$ cat src/rtl/mole_game_core.sv
// Whack-a-mole game core: LFSR mole picker, synchronised button edge detect, round/score FSM.
// Optional wrong-hole score penalty is built when MOLE_MISS_PENALTY_EN is defined.
module mole_game_core #(
  parameter int N_HOLES    = 8,
  parameter int LFSR_W     = 16,
  parameter int SCORE_W    = 8,
  parameter int MOLE_TICKS = 50_000_000,
  parameter int GAP_TICKS  = 12_500_000,
  parameter int ROUNDS     = 32
) (
  input  logic               clk,
  input  logic               reset,
  input  logic               start,
  input  logic [N_HOLES-1:0] button,
  output logic [N_HOLES-1:0] led,
  output logic [SCORE_W-1:0] score,
  output logic [SCORE_W-1:0] miss_cnt,
  output logic               busy,
  output logic               game_over,
  output logic               hit_pulse
);
  localparam int IDX_W     = $clog2(N_HOLES);
  localparam int MAX_TICKS = (MOLE_TICKS > GAP_TICKS) ? MOLE_TICKS : GAP_TICKS;
  localparam int TMR_W     = $clog2(MAX_TICKS + 1);
  localparam int RND_W     = $clog2(ROUNDS + 1);
  localparam logic [SCORE_W-1:0] SCORE_MAX = '1;

  // Maximal-length feedback taps, bit (t-1) set for polynomial term x^t.
  function automatic logic [31:0] tap_mask(input int w);
    case (w)
      8:       tap_mask = 32'h0000_00B8;
      9:       tap_mask = 32'h0000_0110;
      10:      tap_mask = 32'h0000_0240;
      11:      tap_mask = 32'h0000_0500;
      12:      tap_mask = 32'h0000_0829;
      13:      tap_mask = 32'h0000_100D;
      14:      tap_mask = 32'h0000_2015;
      15:      tap_mask = 32'h0000_6000;
      17:      tap_mask = 32'h0001_2000;
      18:      tap_mask = 32'h0002_0400;
      19:      tap_mask = 32'h0004_0023;
      20:      tap_mask = 32'h0009_0000;
      21:      tap_mask = 32'h0014_0000;
      22:      tap_mask = 32'h0030_0000;
      23:      tap_mask = 32'h0042_0000;
      24:      tap_mask = 32'h00E1_0000;
      25:      tap_mask = 32'h0120_0000;
      26:      tap_mask = 32'h0200_0023;
      27:      tap_mask = 32'h0400_0013;
      28:      tap_mask = 32'h0900_0000;
      29:      tap_mask = 32'h1400_0000;
      30:      tap_mask = 32'h2000_0029;
      31:      tap_mask = 32'h4800_0000;
      32:      tap_mask = 32'h8020_0003;
      default: tap_mask = 32'h0000_B400;
    endcase
  endfunction

  function automatic logic [31:0] seed_val(input int w);
    logic [31:0] s;
    s = '0;
    for (int i = 0; i < w; i++) s[i] = ((w - 1 - i) % 2 == 0);
    if (w == 16) s = 32'h0000_ACE1;
    return s;
  endfunction

  localparam logic [LFSR_W-1:0] TAPS = LFSR_W'(tap_mask(LFSR_W));
  localparam logic [LFSR_W-1:0] SEED = LFSR_W'(seed_val(LFSR_W));

  typedef enum logic [2:0] {S_IDLE, S_PICK, S_SHOW, S_GAP, S_DONE} state_t;

  state_t             state_q, state_d;
  logic [LFSR_W-1:0]  lfsr_q, lfsr_d;
  logic [N_HOLES-1:0] sync1_q, sync1_d, sync2_q, sync2_d, btn_prev_q, btn_prev_d;
  logic [N_HOLES-1:0] led_q, led_d;
  logic [SCORE_W-1:0] score_q, score_d, miss_q, miss_d;
  logic               busy_q, busy_d, game_over_q, game_over_d, hit_pulse_q, hit_pulse_d;
  logic [TMR_W-1:0]   tmr_q, tmr_d;
  logic [RND_W-1:0]   round_q, round_d;
  logic [IDX_W-1:0]   prev_hole_q, prev_hole_d;
  logic               prev_valid_q, prev_valid_d;

  logic [N_HOLES-1:0] press, cand_onehot;
  logic [IDX_W-1:0]   cand;
  logic               cand_ok;

  assign press   = sync2_q & ~btn_prev_q;
  assign cand    = lfsr_q[IDX_W-1:0];
  assign cand_ok = (int'(cand) < N_HOLES) && !(prev_valid_q && (cand == prev_hole_q));

  for (genvar gi = 0; gi < N_HOLES; gi++) begin : g_dec
    assign cand_onehot[gi] = (cand == IDX_W'(gi));
  end

  always_comb begin
    state_d      = state_q;
    lfsr_d       = {lfsr_q[LFSR_W-2:0], ^(lfsr_q & TAPS)};
    sync1_d      = button;
    sync2_d      = sync1_q;
    btn_prev_d   = sync2_q;
    led_d        = led_q;
    score_d      = score_q;
    miss_d       = miss_q;
    hit_pulse_d  = 1'b0;
    tmr_d        = tmr_q;
    round_d      = round_q;
    prev_hole_d  = prev_hole_q;
    prev_valid_d = prev_valid_q;

    case (state_q)
      S_IDLE, S_DONE: begin
        if (start) begin
          state_d = S_PICK;
          score_d = '0;
          miss_d  = '0;
          round_d = '0;
        end
      end
      S_PICK: begin
        if (cand_ok) begin
          led_d        = cand_onehot;
          prev_hole_d  = cand;
          prev_valid_d = 1'b1;
          tmr_d        = TMR_W'(MOLE_TICKS - 1);
          state_d      = S_SHOW;
        end
      end
      S_SHOW: begin
        // A lit-hole event beats both a same-cycle timeout and any wrong-hole events.
        if (|(press & led_q)) begin
          if (score_q != SCORE_MAX) score_d = score_q + 1'b1;
          hit_pulse_d = 1'b1;
          led_d       = '0;
          tmr_d       = TMR_W'(GAP_TICKS - 1);
          state_d     = S_GAP;
        end else begin
`ifdef MOLE_MISS_PENALTY_EN
          if (|(press & ~led_q) && (score_q != '0)) score_d = score_q - 1'b1;
`endif
          if (tmr_q == '0) begin
            if (miss_q != SCORE_MAX) miss_d = miss_q + 1'b1;
            led_d   = '0;
            tmr_d   = TMR_W'(GAP_TICKS - 1);
            state_d = S_GAP;
          end else begin
            tmr_d = tmr_q - 1'b1;
          end
        end
      end
      S_GAP: begin
        if (tmr_q == '0) begin
          round_d = round_q + 1'b1;
          state_d = (round_q == RND_W'(ROUNDS - 1)) ? S_DONE : S_PICK;
        end else begin
          tmr_d = tmr_q - 1'b1;
        end
      end
      default: state_d = S_IDLE;
    endcase

    busy_d      = (state_d == S_PICK) || (state_d == S_SHOW) || (state_d == S_GAP);
    game_over_d = (state_d == S_DONE);
  end

  always_ff @(posedge clk) begin
    if (reset) begin
      state_q      <= S_IDLE;
      lfsr_q       <= SEED;
      sync1_q      <= '0;
      sync2_q      <= '0;
      btn_prev_q   <= '0;
      led_q        <= '0;
      score_q      <= '0;
      miss_q       <= '0;
      busy_q       <= 1'b0;
      game_over_q  <= 1'b0;
      hit_pulse_q  <= 1'b0;
      tmr_q        <= '0;
      round_q      <= '0;
      prev_hole_q  <= '0;
      prev_valid_q <= 1'b0;
    end else begin
      state_q      <= state_d;
      lfsr_q       <= lfsr_d;
      sync1_q      <= sync1_d;
      sync2_q      <= sync2_d;
      btn_prev_q   <= btn_prev_d;
      led_q        <= led_d;
      score_q      <= score_d;
      miss_q       <= miss_d;
      busy_q       <= busy_d;
      game_over_q  <= game_over_d;
      hit_pulse_q  <= hit_pulse_d;
      tmr_q        <= tmr_d;
      round_q      <= round_d;
      prev_hole_q  <= prev_hole_d;
      prev_valid_q <= prev_valid_d;
    end
  end

  assign led       = led_q;
  assign score     = score_q;
  assign miss_cnt  = miss_q;
  assign busy      = busy_q;
  assign game_over = game_over_q;
  assign hit_pulse = hit_pulse_q;

endmodule

$ cat config.mk
export PLATFORM = sky130hd
export DESIGN_NAME = mole_game_core
export DESIGN_NICKNAME = d
export VERILOG_FILES = /design/src/rtl/mole_game_core.sv
export SDC_FILE = /design/constraint.sdc
export NUM_CORES = 1
export LEC_CHECK = 0
export ABC_AREA = 0
export ABC_CLOCK_PERIOD_IN_PS = 3470
export BUFFER_PORTS_ARGS = -buffer_cell sky130_fd_sc_hd__clkbuf_2
export CORE_ASPECT_RATIO = 0.8
export CORE_MARGIN = 3
export CORE_UTILIZATION = 40
export DETAILED_ROUTE_END_ITERATION = 6
export PLACE_DENSITY = 0.64
export SETUP_SLACK_MARGIN = 0.3
export SLEW_MARGIN = 20
export SYNTH_ARGS = -nofsm -noshare
export SYNTH_HDL_FRONTEND = slang
export SYNTH_SLANG_ARGS = --single-unit
export TNS_END_PERCENT = 30
$ cat constraint.sdc
create_clock -name clk -period 3.47 [get_ports clk]
set_clock_uncertainty 0.1 [all_clocks]
set_input_delay 0.694 -clock clk [delete_from_list [all_inputs] [get_ports clk]]
set_output_delay 0.694 -clock clk [all_outputs]
set_load 0.1 [all_outputs]
Word-level counts from Yosys, hierarchy flattened. Index checks and enable logic that the tools add are counted. W data, S select, Z words.

Output and inout bits: 27. Register bits after elaboration: 106.

Reduce and logical (&&, ||, !) cells: 20. $add $sub $neg: 4. Bitwise gates (word level): 5. Multiplexer cells: 28. Eq/ne operators: 29.

Operator list (count): $mux W26 (4); $pmux W26 S3 (1); $mux W8 (9); $pmux W8 S2 (3); $logic_not A26 Y1 (1); $sub A26 B1 Y26 const B (1); $eq A3 B2 Y1 const B (6); $eq A3 B3 Y1 const B (6); $mux W3 (6); $ne A2 B2 Y1 const B (9); $add A8 B1 Y8 const B (2); $and A8 B8 Y8 (2); $ne A8 B8 Y1 const B (2); $reduce_xor A16 Y1 (1); $mux W6 (2); $pmux W3 S4 (1); $pmux W6 S2 (1); $eq A3 B1 Y1 const B (3); $reduce_and A3 Y1 (3); $not A8 Y8 (1); $reduce_or A8 Y1 (1); $add A6 B1 Y6 const B (1); $eq A6 B5 Y1 const B (1); $logic_not A3 Y1 (2); 12 further kinds (17).

Longest topological paths before layout. Gate-level depths: netlist of the first run.

Word-level depth: 9. Depth in mapped cells: 10. Depth with buffers taken out: 9.

Worst setup path after synthesis of the first run. No wires, ideal clock.

Path kind: reg-to-reg. Start: reg led_q[0] (netlist: led[0]). End: reg score_q[5] (netlist: score[5]). Required time: 3.307 ns. Cell stages (with the launch flop): 7. Setup slack: 0.712 ns. Buffers on the path: 0. Arrival time: 2.595 ns. Cells stage by stage: dfxtp_1 > and3b_1 > a311oi_1 > a211oi_1 > o2111ai_1 > or4_1 > nand2_1.

Longest elaborated chain between the ends: 4.

Ends and longest elaborated chain: start: declaration (RTL line 75) `logic [N_HOLES-1:0] led_q, led_d;`; start signal: assignment (RTL line 188) `led_q <= led_d;`; $and A8 B8 Y8 (RTL line 130) `if (|(press & led_q)) begin`; $reduce_or A8 Y1 (RTL line 130); $ne A2 B2 Y1 (no line); $reduce_and A4 Y1 (no line); end signal: assignment (RTL line 189) `score_q <= score_d;`; end: declaration (RTL line 76) `logic [SCORE_W-1:0] score_q, score_d, miss_q, miss_d;`.

No other way between the ends. A chain may end at the register's enable or synchronous reset.

Worst setup path in the final report of the first run.
Start: reg tmr_q[19]. End: reg round_q[5].

Longest elaborated chain between the ends: 3.

Ends and longest elaborated chain: start: declaration (RTL line 78) `logic [TMR_W-1:0] tmr_q, tmr_d;`; start signal: assignment (RTL line 194) `tmr_q <= tmr_d;`; $logic_not A26 Y1 (RTL line 151) `if (tmr_q == '0) begin`; $ne A2 B2 Y1 (no line); $reduce_and A3 Y1 (no line); end signal: assignment (RTL line 195) `round_q <= round_d;`; end: declaration (RTL line 79) `logic [RND_W-1:0] round_q, round_d;`.

No other way between the ends.

==> impl_metrics.csv, run 1 <==
group,metric,value,unit
final_layout,area_growth_from_synthesis_to_layout,15.3,%
pwr,total_power,3.22,mW
placement,place_congestion,0.837,
clock_network,tritoncts,"built",
setup_path,critical_path.max_stage_delay,560,ps
drt,via_count,3517,
global_routing,wire_length_of_the_first_global_routing_pass,15.7,mm
sta,finalCritPeriodShare,83.3,%
drt,detail_route.wirelength,9.15,mm
synth,synth_area,4340,um^2
final_layout,seqCellArea,2120,um^2
synth,ys_types,54,
setup_path,required,3630,ps
final_layout,antenna_cells,0,
floorplan,dieHeight,99.2,um
pwr,power.density_cell_area,644,nW/um^2
sta,hold_viol,0,
global_routing,pin_count_of_the_biggest_net_entering_global_routing,46,
floorplan,floorplan.core_area,10400,um^2
placement,post_dp_cell_area,4690,um^2
clock_network,number_of_buffers_added_by_the_clock_tree_synthesis_step,9,
clock_network,post_cts_buffers,0,
synth,syn-num-nets,492,
setup_path,worst-endpoint-arrival,3050,ps
clock_network,clkTransAtPathRegs,70,ps
pwr,leakagePower,1.93,nW
sta,totalNegativeSetupSlack,0,ps
sta,timing.final.crit_period,2890,ps
sta,final-max-slew-violation-count,0,
setup_path,timing.critical_path.to_type,"flop",
setup_path,worstPathMaxFanout,12,
drt,post_detailed_route_drc_marker_count,0,
floorplan,num_ports,38,
synth,synth_enable_flop_cells,0,
placement,post_place_worst_slack,586,ps
clock_network,cts_root_buf,"clkbuf_16",
clock_network,clk_latency,340,ps
sta,grt_setup_unrepaired,"false",
final_layout,multi_input_comb_area,2100,um^2
synth,synthArstFlopShare,0,%
setup_path,crit_chain,"or4_4 > or4_1 > nor3_4 > buf_4 > a31o_2 > nand3_1 > or3_1 > a21oi_1",
drt,dr_wl_met3,456,um
global_routing,grt_antenna_before_repair,0,
placement,numPortBuffers,37,
global_routing,globalRouteOverflowTotal,0,
sta,hold-worst-slack,314,ps
pwr,vdd_ir_drop_max,0.000293,V
clock_network,cts-resized-gates,0,
synth,ys.warnings.count,0,
sta,final_critical_path_setup_slack,578,ps
final_layout,commonest_cells_after_routing_fill_and_taps_aside,"dfxtp_1, nor2_1, nor2b_1, clkbuf_2, a21oi_1",
setup_path,path_delay_family,"simple AND/OR/NAND/NOR gates",
setup_path,startpoint_type,"flop",
placement,dpl.hpwl,6.20,mm
synth,synth_area_per_cell,9.10,um^2
drt,post_drt_via_cell_ratio,5.33,
synth,gate_count_of_the_mapped_netlist,477,
drt,routedWlPerCell,13.9,um
floorplan,rows,33,
synth,yosys_register_bits,106,
final_layout,nFillCells,1015,
floorplan,chipWidth,122,um
setup_path,critical_path_buf_inv_count,1,
clock_network,tritoncts_num_sinks,106,
setup_path,timing.setup.critical_path_class,"reg -> reg",
final_layout,stdcell_area,5000,um^2
synth,yosysTopAreaCell,"dfxtp_1",
flow_run,max-cap-violations,0,
synth,synth_top_cell_area_share,48.9,%
sta,timing.slew.headroom,51.9,%
drt,wl_met2,4.08,mm
drt,highest_layer,"met4",
global_routing,grt.total_usage,15.8,%
status,run_status,"completed",
clock_network,cts_hold_repair.buffers,0,
final_layout,fraction_of_final_layout_cells_with_drive_strength_greater_than_1,16.0,%
final_layout,fin_nets,530,
synth,ys.flop_type,"dfxtp_1",
drt,drt-met1-wl,4.53,mm
synth,synth.area.top_cells,"dfxtp_1, nor2b_1, nor2_1",
sta,setup_violations,0,
floorplan,initial_core_util,41.7,%
drt,drt-pass1-iter-count,4,
clock_network,ctsHtreeMaxLevel,3,
clock_network,ctsLongestPathBuffers,2,
sta,clock.fmax,346,MHz
drt,drt_first_iter_violations,247,
floorplan,dieArea,12100,um^2
global_routing,first_global_vias,3280,
setup_path,cell_with_the_largest_stage_delay_on_the_worst_path,"or4_4",
worst_hold_path,hp-class,"reg -> reg",
drt,route.antenna.remaining_nets,0,
sta,worstMarginPinSlew,716,ps
final_layout,layout_commonest_cell,"dfxtp_1",
synth,synth_seq_area_share,48.9,%
-- Yosys cell counts, types with 7 or more instances --
cell,number
a21oi_1,33
a31oi_1,7
clkbuf_1,18
dfxtp_1,106
inv_1,7
nand2_1,28
nand2b_1,9
nand3_1,18
nand4_1,13
nor2_1,45
nor2b_1,38
nor3_1,15
nor4_1,14
o21ai_0,10
or2_2,8
xnor2_1,14
xor2_1,12
-- sequential cells by signal (all words and copies together), names as in the netlist, 3 cells and up --
| register | cells |
|---|---|
| btn_prev_d | 8 |
| btn_prev_q | 8 |
| led | 8 |
| lfsr_q | 16 |
| miss_cnt | 8 |
| prev_hole_q | 3 |
| round_q | 6 |
| score | 8 |
| state_q | 3 |
| sync1_q | 8 |
| tmr_q | 26 |
-- worst register-to-register path: stages, from the launching register on --
cell,delay [ps]
dfxtp_1,360
or4_4,560
or4_1,480
nor3_4,300
buf_4,240
a31o_2,230
nand3_1,100
or3_1,320
a21oi_1,140
-- layer usage --
layer | vias up | track usage [%]
met4 | 0 | 5.25
met5 | - | 0
met2 | 75 | 23.9
met3 | 9 | 4.04
li1 | 1775 | -
met1 | 1658 | 22.1
-- cells by family after synthesis --
group                      after synthesis  synth area share (%)
xor gates and xnor gates                26                  5.24
buffers and inverters                   30                  2.68
and+or+nand+nor                        220                  27.8
DFF                                    106                  48.9
adders and majority gates                4                  1.15
AOI/OAI and AO/OA                       84                  12.5
muxes                                    7                  1.67
-- final timing paths --
kind                          startpoint                      end  slack (ps)  cells after the start
hold reg to reg     lfsr_q[5]$_SDFF_PP1_     lfsr_q[6]$_SDFF_PP1_         310                      1
setup reg to reg  tmr_q[19]$_SDFFE_PP0P_  round_q[5]$_SDFFE_PP0P_         580                      8
setup / recovery  tmr_q[19]$_SDFFE_PP0P_  round_q[5]$_SDFFE_PP0P_         580                      8
hold / removal      lfsr_q[5]$_SDFF_PP1_     lfsr_q[6]$_SDFF_PP1_         310                      1
-- where the power goes --
group | switching, mW | total [mW] | internal, mW
combinational | 0.475 | 0.767 | 0.292
sequential | 0.123 | 1.46 | 1.34
clock | 0.460 | 0.995 | 0.535
total | 1.06 | 3.22 | 2.17
-- layout make-up --
type	instances	area share [%]
Inverter	7	0.525
Clock buffer	11	5.05
Tap cell	140	3.50
Sequential cell	106	42.4
Timing Repair Buffer	50	5.65
Clock inverter	5	0.850
Multi-Input combinational cell	341	42.0
-- through the flow --
step	util, %	instances
after detailed placement	45.1	642
final	48.1	660
after floorplan	-	477
after global placement	45.1	642
after CTS	48.0	658
after global routing	48.1	660
Power figures use the tool's default switching activity.
==> inputs of run 2 (changes only) <==
--- a/config.mk
+++ b/config.mk
@@ -6,7 +6,7 @@
 export NUM_CORES = 1
 export LEC_CHECK = 0
 export ABC_AREA = 0
-export ABC_CLOCK_PERIOD_IN_PS = 3470
+export ABC_CLOCK_PERIOD_IN_PS = 3010
 export BUFFER_PORTS_ARGS = -buffer_cell sky130_fd_sc_hd__clkbuf_2
 export CORE_ASPECT_RATIO = 0.8
 export CORE_MARGIN = 3
==> constraint.sdc (replaced) <==
create_clock -name clk -period 3.01 [get_ports clk]
set_clock_uncertainty 0.1 [all_clocks]
set_input_delay 0.602 -clock clk [delete_from_list [all_inputs] [get_ports clk]]
set_output_delay 0.602 -clock clk [all_outputs]
set_load 0.1 [all_outputs]
==> run 2 against run 1 <==
Compared with the run above: combinational power is 23% higher; clock power increased by 18%; hold slack got worse by 1.7 ps; critical path depth unchanged; final area is 1.7% higher; count of clock-buffer cells in the layout down 2; first-iteration DRC count up 2.4%; die area did not move; critical endpoint unchanged; largest power group unchanged.
==> impl_metrics.csv, run 2 (synthesized netlist as in run 1, its figures left out) <==
group,metric,value,unit
status,run_status,"completed",
global_routing,grt.total_usage,16.2,%
drt,post_detailed_route_drc_marker_count,0,
final_layout,antenna_cells,0,
sta,totalNegativeSetupSlack,0,ps
clock_network,ctsLongestPathBuffers,2,
sta,worstMarginPinSlew,626,ps
final_layout,fraction_of_final_layout_cells_with_drive_strength_greater_than_1,18.6,%
pwr,power.density_cell_area,746,nW/um^2
clock_network,ctsHtreeMaxLevel,3,
sta,hold_viol,0,
setup_path,r2r_slack,310,ps
worst_hold_path,hp-class,"reg -> reg",
global_routing,grt_antenna_before_repair,0,
clock_network,cts_root_buf,"clkbuf_16",
sta,timing.final.crit_period,2700,ps
final_layout,final_core_utilization,48.9,%
placement,place_congestion,0.870,
clock_network,clk_latency,350,ps
global_routing,first_global_vias,3327,
final_layout,area_growth_from_synthesis_to_layout,17.2,%
worst_hold_path,min_to,"lfsr_q[7]$_SDFF_PP1_",
floorplan,rows,33,
sta,timing.slew.headroom,58.3,%
flow_run,max-cap-violations,0,
drt,via_count,3580,
worst_hold_path,hold_path_startpoint,"lfsr_q[6]$_SDFF_PP1_",
setup_path,required,3180,ps
floorplan,dieArea,12100,um^2
setup_path,worstPathMaxFanout,7,
clock_network,tritoncts,"built",
setup_path,timing.setup.critical_path_class,"reg -> reg",
clock_network,clkTransAtPathRegs,70,ps
drt,drt-pass1-iter-count,4,
sta,finalCritPeriodShare,89.7,%
final_layout,top_regs,"tmr_q (26), lfsr_q (16)",
global_routing,met1_usage,22.4,%
global_routing,globalRouteOverflowTotal,0,
drt,routedWlPerCell,13.9,um
setup_path,startpoint_type,"flop",
sta,clock.fmax,371,MHz
clock_network,number_of_buffers_added_by_the_clock_tree_synthesis_step,9,
setup_path,worst-endpoint-arrival,2870,ps
drt,drt_first_iter_violations,253,
drt,detail_route.wirelength,9.28,mm
final_layout,fin_nets,538,
final_layout,number_of_flip_flops_in_the_largest_register,26,
final_layout,layout_commonest_cell,"dfxtp_1",
placement,dpl.hpwl,6.35,mm
sta,grt_setup_unrepaired,"true",
placement,numPortBuffers,37,
sta,final-max-slew-violation-count,0,
setup_path,worstReg2RegStart,"tmr_q[19]$_SDFFE_PP0P_",
floorplan,num_ports,38,
pwr,leakagePower,1.98,nW
global_routing,global_route.usage.met2,24.6,%
floorplan,floorplan.core_area,10400,um^2
final_layout,regMostFlops,"tmr_q",
global_routing,pin_count_of_the_biggest_net_entering_global_routing,67,
drt,route.antenna.remaining_nets,0,
drt,post_drt_via_cell_ratio,5.37,
pwr,vdd_ir_drop_max,0.000350,V
sta,setup_violations,0,
clock_network,cts_hold_repair.buffers,0,
floorplan,chipWidth,122,um
global_routing,wire_length_of_the_first_global_routing_pass,16.0,mm
global_routing,groute.layer.met3.usage,4.83,%
floorplan,initial_core_util,41.7,%
setup_path,timing.critical_path.to_type,"flop",
clock_network,tritoncts_num_sinks,106,
setup_path,reg2reg_to,"round_q[5]$_SDFFE_PP0P_",
global_routing,globalRoute.busiestLayer,"met2",
floorplan,dieHeight,99.2,um
worst_hold_path,worstHoldPathCells,1,
setup_path,reg2reg_depth,8,
final_layout,commonest_cells_after_routing_fill_and_taps_aside,"dfxtp_1, nor2_1, nor2b_1, clkbuf_2, a21oi_1",
run 2: cell count changes in the layout (fill, tap and decap cells not counted), sizes merged:
cell,before,now
buf,13,21
clkbuf,48,46
bufinv,0,1
run 2: per-stage QoR:
stage / setup slack, ps / instance area, um^2 / instances / hold WS [ps] / power, mW
3_5_place_dp: 154 / 4750 / 648 / 298 / 2.63
2_1_floorplan: 309 / 4350 / 477 / 289 / 2.37
4_1_cts: 325 / 5080 / 667 / 316 / 3.82
5_1_grt: 178 / 5090 / 667 / 327 / 4.03
3_3_place_gp: 256 / 4750 / 648 / 293 / 2.61
6_report: 312 / 5090 / 667 / 313 / 3.80
run 2: cell type report:
cell class,count,area (um^2)
multi-input cells,341,2120
clock buffers,9,225
inverters,7,26.3
repair buffers,58,347
well taps,140,175
flip-flops and latches,106,2130
clock inverters,6,72.6
fillers,1018,5320
run 2: repair_timing:
item                                    in CTS  in global routing
setup buffers                                4                  0
gates resized for setup                      1                  3
pin swaps                                    1                  0
endpoints found under the setup margin      17                 26
gates cloned                                 0                  0
run 2: worst max path at each step:
stage | cells past startpoint | slack (ps) | end | from
final | 8 | 310 | round_q[5]$_SDFFE_PP0P_ | tmr_q[19]$_SDFFE_PP0P_
after global routing | 8 | 180 | miss_cnt[2]$_SDFFE_PP0P_ | tmr_q[19]$_SDFFE_PP0P_
after CTS | 7 | 330 | tmr_q[15]$_SDFFE_PP0P_ | tmr_q[19]$_SDFFE_PP0P_
after detailed placement | 8 | 150 | round_q[5]$_SDFFE_PP0P_ | tmr_q[19]$_SDFFE_PP0P_
after global placement | 8 | 260 | round_q[5]$_SDFFE_PP0P_ | tmr_q[19]$_SDFFE_PP0P_
after floorplan | 7 | 310 | score[5]$_SDFFE_PP0P_ | led[7]$_SDFFE_PP0P_
run 2: report_power, final:
part | switching, mW | leakage [nW] | internal (mW)
Clock | 0.521 | 0.143 | 0.650
Sequential | 0.135 | 0.871 | 1.55
Combinational | 0.568 | 0.963 | 0.377
run 2: per-layer routing:
metal | part of all wire, % | vias up
met1 | 49 | 1694
met5 | 0 | -
li1 | - | 1794
met4 | 1.1 | 0
met3 | 5.1 | 12
met2 | 45 | 80
run 2: critical path, stage by stage (launching register included):
cell     delay, ps
dfxtp_1        370
or4_4          570
or4_1          460
nor3_4         210
buf_6          170
a31o_2         210
nand3_1         90
or3_1          310
a21oi_1        140
==> inputs of run 3 (changes only) <==
--- a/config.mk
+++ b/config.mk
@@ -6,13 +6,13 @@
 export NUM_CORES = 1
 export LEC_CHECK = 0
 export ABC_AREA = 0
-export ABC_CLOCK_PERIOD_IN_PS = 3010
+export ABC_CLOCK_PERIOD_IN_PS = 2700
 export BUFFER_PORTS_ARGS = -buffer_cell sky130_fd_sc_hd__clkbuf_2
 export CORE_ASPECT_RATIO = 0.8
 export CORE_MARGIN = 3
 export CORE_UTILIZATION = 40
 export DETAILED_ROUTE_END_ITERATION = 6
-export PLACE_DENSITY = 0.64
+export PLACE_DENSITY = 0.61
 export SETUP_SLACK_MARGIN = 0.3
 export SLEW_MARGIN = 20
 export SYNTH_ARGS = -nofsm -noshare
==> constraint.sdc (replaced) <==
create_clock -name clk -period 2.7 [get_ports clk]
set_clock_uncertainty 0.1 [all_clocks]
set_input_delay 0.54 -clock clk [delete_from_list [all_inputs] [get_ports clk]]
set_output_delay 0.54 -clock clk [all_outputs]
set_load 0.1 [all_outputs]
==> run 3 against run 2 <==
Compared with the run above: non-clock buffer count rose by 15; sequential share of layout area fell by 2.5 points; worst setup slack got worse by 140 ps; via count rose by 2.5%; largest power group unchanged.
==> impl_metrics.csv, run 3 (synthesized netlist as in run 1, its figures left out) <==
group,metric,value,unit
final_layout,layout_commonest_cell,"dfxtp_1",
floorplan,floorplan.core_area,10400,um^2
sta,hold_viol,0,
setup_path,timing.setup.critical_path_class,"reg -> reg",
clock_network,tritoncts_num_sinks,106,
setup_path,r2r_slack,170,ps
pwr,power.switching_fraction,32.4,%
final_layout,antenna_cells,0,
clock_network,cts_root_buf,"clkbuf_16",
pwr,switching_power,1.47,mW
worst_hold_path,hp-class,"in -> reg",
floorplan,initial_core_util,41.7,%
setup_path,reg2reg_depth,9,
setup_path,startpoint_type,"flop",
sta,grt_setup_unrepaired,"true",
final_layout,commonest_cells_after_routing_fill_and_taps_aside,"dfxtp_1, nor2_1, nor2b_1, clkbuf_2, a21oi_1",
setup_path,required,2840,ps
clock_network,tritoncts,"built",
clock_network,ctsHtreeMaxLevel,3,
sta,finalCritPeriodShare,93.6,%
drt,post_detailed_route_drc_marker_count,0,
pwr,vdd_ir_drop_max,0.000355,V
placement,dpl.hpwl,6.55,mm
sta,clock.fmax,396,MHz
pwr,p_clk_share,29.9,%
worst_hold_path,min_to,"sync1_q[2]$_SDFF_PP0_",
clock_network,ctsLongestPathBuffers,2,
sta,timing.slew.headroom,53.1,%
setup_path,worstReg2RegStart,"tmr_q[22]$_SDFFE_PP0P_",
setup_path,worstPathMaxFanout,8,
global_routing,first_global_vias,3423,
pwr,power.share.sequential,41.9,%
placement,place_congestion,0.808,
sta,setup_violations,0,
global_routing,grt.total_usage,16.7,%
drt,routedWlPerCell,14.5,um
drt,drt-pass1-iter-count,5,
status,run_status,"completed",
floorplan,rows,33,
global_routing,grt_antenna_before_repair,0,
clock_network,clkTransAtPathRegs,70,ps
pwr,power.density_cell_area,832,nW/um^2
global_routing,globalRouteOverflowTotal,0,
pwr,internal_power,3.06,mW
worst_hold_path,hold_path_startpoint,"button[2]",
drt,post_drt_via_cell_ratio,5.37,
placement,numPortBuffers,37,
setup_path,critical_path.max_stage_delay,540,ps
final_layout,regMostFlops,"tmr_q",
clock_network,cts_hold_repair.buffers,0,
flow_run,max-cap-violations,0,
final_layout,fin_nets,553,
floorplan,chipWidth,122,um
final_layout,fraction_of_final_layout_cells_with_drive_strength_greater_than_1,27.1,%
pwr,leakagePower,2.10,nW
final_layout,top_regs,"tmr_q (26), lfsr_q (16)",
sta,worstMarginPinSlew,698,ps
pwr,comb_power_share,28.2,%
setup_path,crit_chain,"or4_4 > or4_4 > nor3_4 > buf_6 > buf_6 > nand4_4 > a21boi_0 > xnor2_1 > nor2_1",
floorplan,num_ports,38,
drt,detail_route.wirelength,9.92,mm
drt,via_count,3669,
global_routing,pin_count_of_the_biggest_net_entering_global_routing,91,
clock_network,number_of_buffers_added_by_the_clock_tree_synthesis_step,9,
floorplan,dieHeight,99.2,um
worst_hold_path,worstHoldPathCells,2,
global_routing,wire_length_of_the_first_global_routing_pass,16.3,mm
setup_path,worst-endpoint-arrival,2660,ps
setup_path,critical_path_buf_inv_count,2,
final_layout,final_core_utilization,52.3,%
sta,timing.final.crit_period,2530,ps
drt,drt_first_iter_violations,245,
final_layout,area_growth_from_synthesis_to_layout,25.3,%
setup_path,path_delay_family,"simple AND/OR/NAND/NOR gates",
clock_network,clk_latency,340,ps
floorplan,dieArea,12100,um^2
setup_path,timing.critical_path.to_type,"flop",
sta,totalNegativeSetupSlack,0,ps
sta,final-max-slew-violation-count,0,
drt,route.antenna.remaining_nets,0,
setup_path,reg2reg_to,"miss_cnt[2]$_SDFFE_PP0P_",
setup_path,cell_with_the_largest_stage_delay_on_the_worst_path,"or4_4",
final_layout,nFillCells,929,
final_layout,number_of_flip_flops_in_the_largest_register,26,
==> run 3: layer usage <==
metal / global-route usage [%] / vias up / wire length (um)
li1: - / 1825 / -
met1: 22.7 / 1764 / 4830
met2: 26.0 / 76 / 4610
met3: 4.72 / 4 / 437
met4: 5.16 / 0 / 44
met5: 0 / - / 0
==> run 3: worst max-delay path by stage <==
stage / cells past startpoint / slack, ps / start / endpoint
3_3_place_gp: 8 / 140 / tmr_q[22]$_SDFFE_PP0P_ / round_q[5]$_SDFFE_PP0P_
5_1_grt: 9 / 120 / tmr_q[22]$_SDFFE_PP0P_ / tmr_q[8]$_SDFFE_PP0P_
3_5_place_dp: 8 / 90 / tmr_q[22]$_SDFFE_PP0P_ / round_q[5]$_SDFFE_PP0P_
4_1_cts: 9 / 210 / tmr_q[22]$_SDFFE_PP0P_ / tmr_q[8]$_SDFFE_PP0P_
6_report: 9 / 170 / tmr_q[22]$_SDFFE_PP0P_ / miss_cnt[2]$_SDFFE_PP0P_
2_1_floorplan: 7 / 290 / tmr_q[22]$_SDFFE_PP0P_ / miss_cnt[3]$_SDFFE_PP0P_
==> run 3: area by class of cell <==
| cell class | instances | area (um^2) | area share [%] |
|---|---|---|---|
| Tap cell | 140 | 175 | 3.22 |
| Inverter | 7 | 26.3 | 0.483 |
| Clock inverter | 4 | 56.3 | 1.03 |
| Clock buffer | 12 | 256 | 4.71 |
| Sequential cell | 106 | 2140 | 39.3 |
| Timing Repair Buffer | 73 | 507 | 9.31 |
| Multi-Input combinational cell | 341 | 2280 | 41.9 |
==> run 3: worst reg2reg max path, cell delays in order, from the launching register on <==
cell	delay, ps
dfxtp_2	330
or4_4	540
or4_4	450
nor3_4	170
buf_6	140
buf_6	110
nand4_4	130
a21boi_0	260
xnor2_1	150
nor2_1	50
==> run 3: through the flow <==
| step | cell area [um^2] | worst slack [ps] | instances | power [mW] | hold WS [ps] |
|---|---|---|---|---|---|
| floorplan | 4390 | 295 | 477 | 2.68 | 289 |
| global placement | 4840 | 142 | 654 | 2.98 | 292 |
| detailed placement | 4840 | 91.1 | 654 | 2.99 | 292 |
| CTS | 5260 | 213 | 678 | 4.41 | 292 |
| global route | 5440 | 119 | 683 | 4.76 | 303 |
| finish | 5440 | 172 | 683 | 4.53 | 306 |
==> run 3: power groups by stage <==
| stage | clock network, mW | logic (mW) | registers, mW |
|---|---|---|---|
| 2_1_floorplan | 0 | 0.752 | 1.92 |
| 3_3_place_gp | 0 | 1.07 | 1.91 |
| 3_5_place_dp | 0 | 1.09 | 1.91 |
| 4_1_cts | 1.39 | 1.15 | 1.87 |
| 5_1_grt | 1.45 | 1.39 | 1.92 |
| 6_report | 1.36 | 1.28 | 1.90 |
==> run 3: timing repair <==
item	CTS	global route
pin swaps	5	6
gates resized for setup	13	34
endpoints found under the setup margin	34	49
buffers inserted	8	5
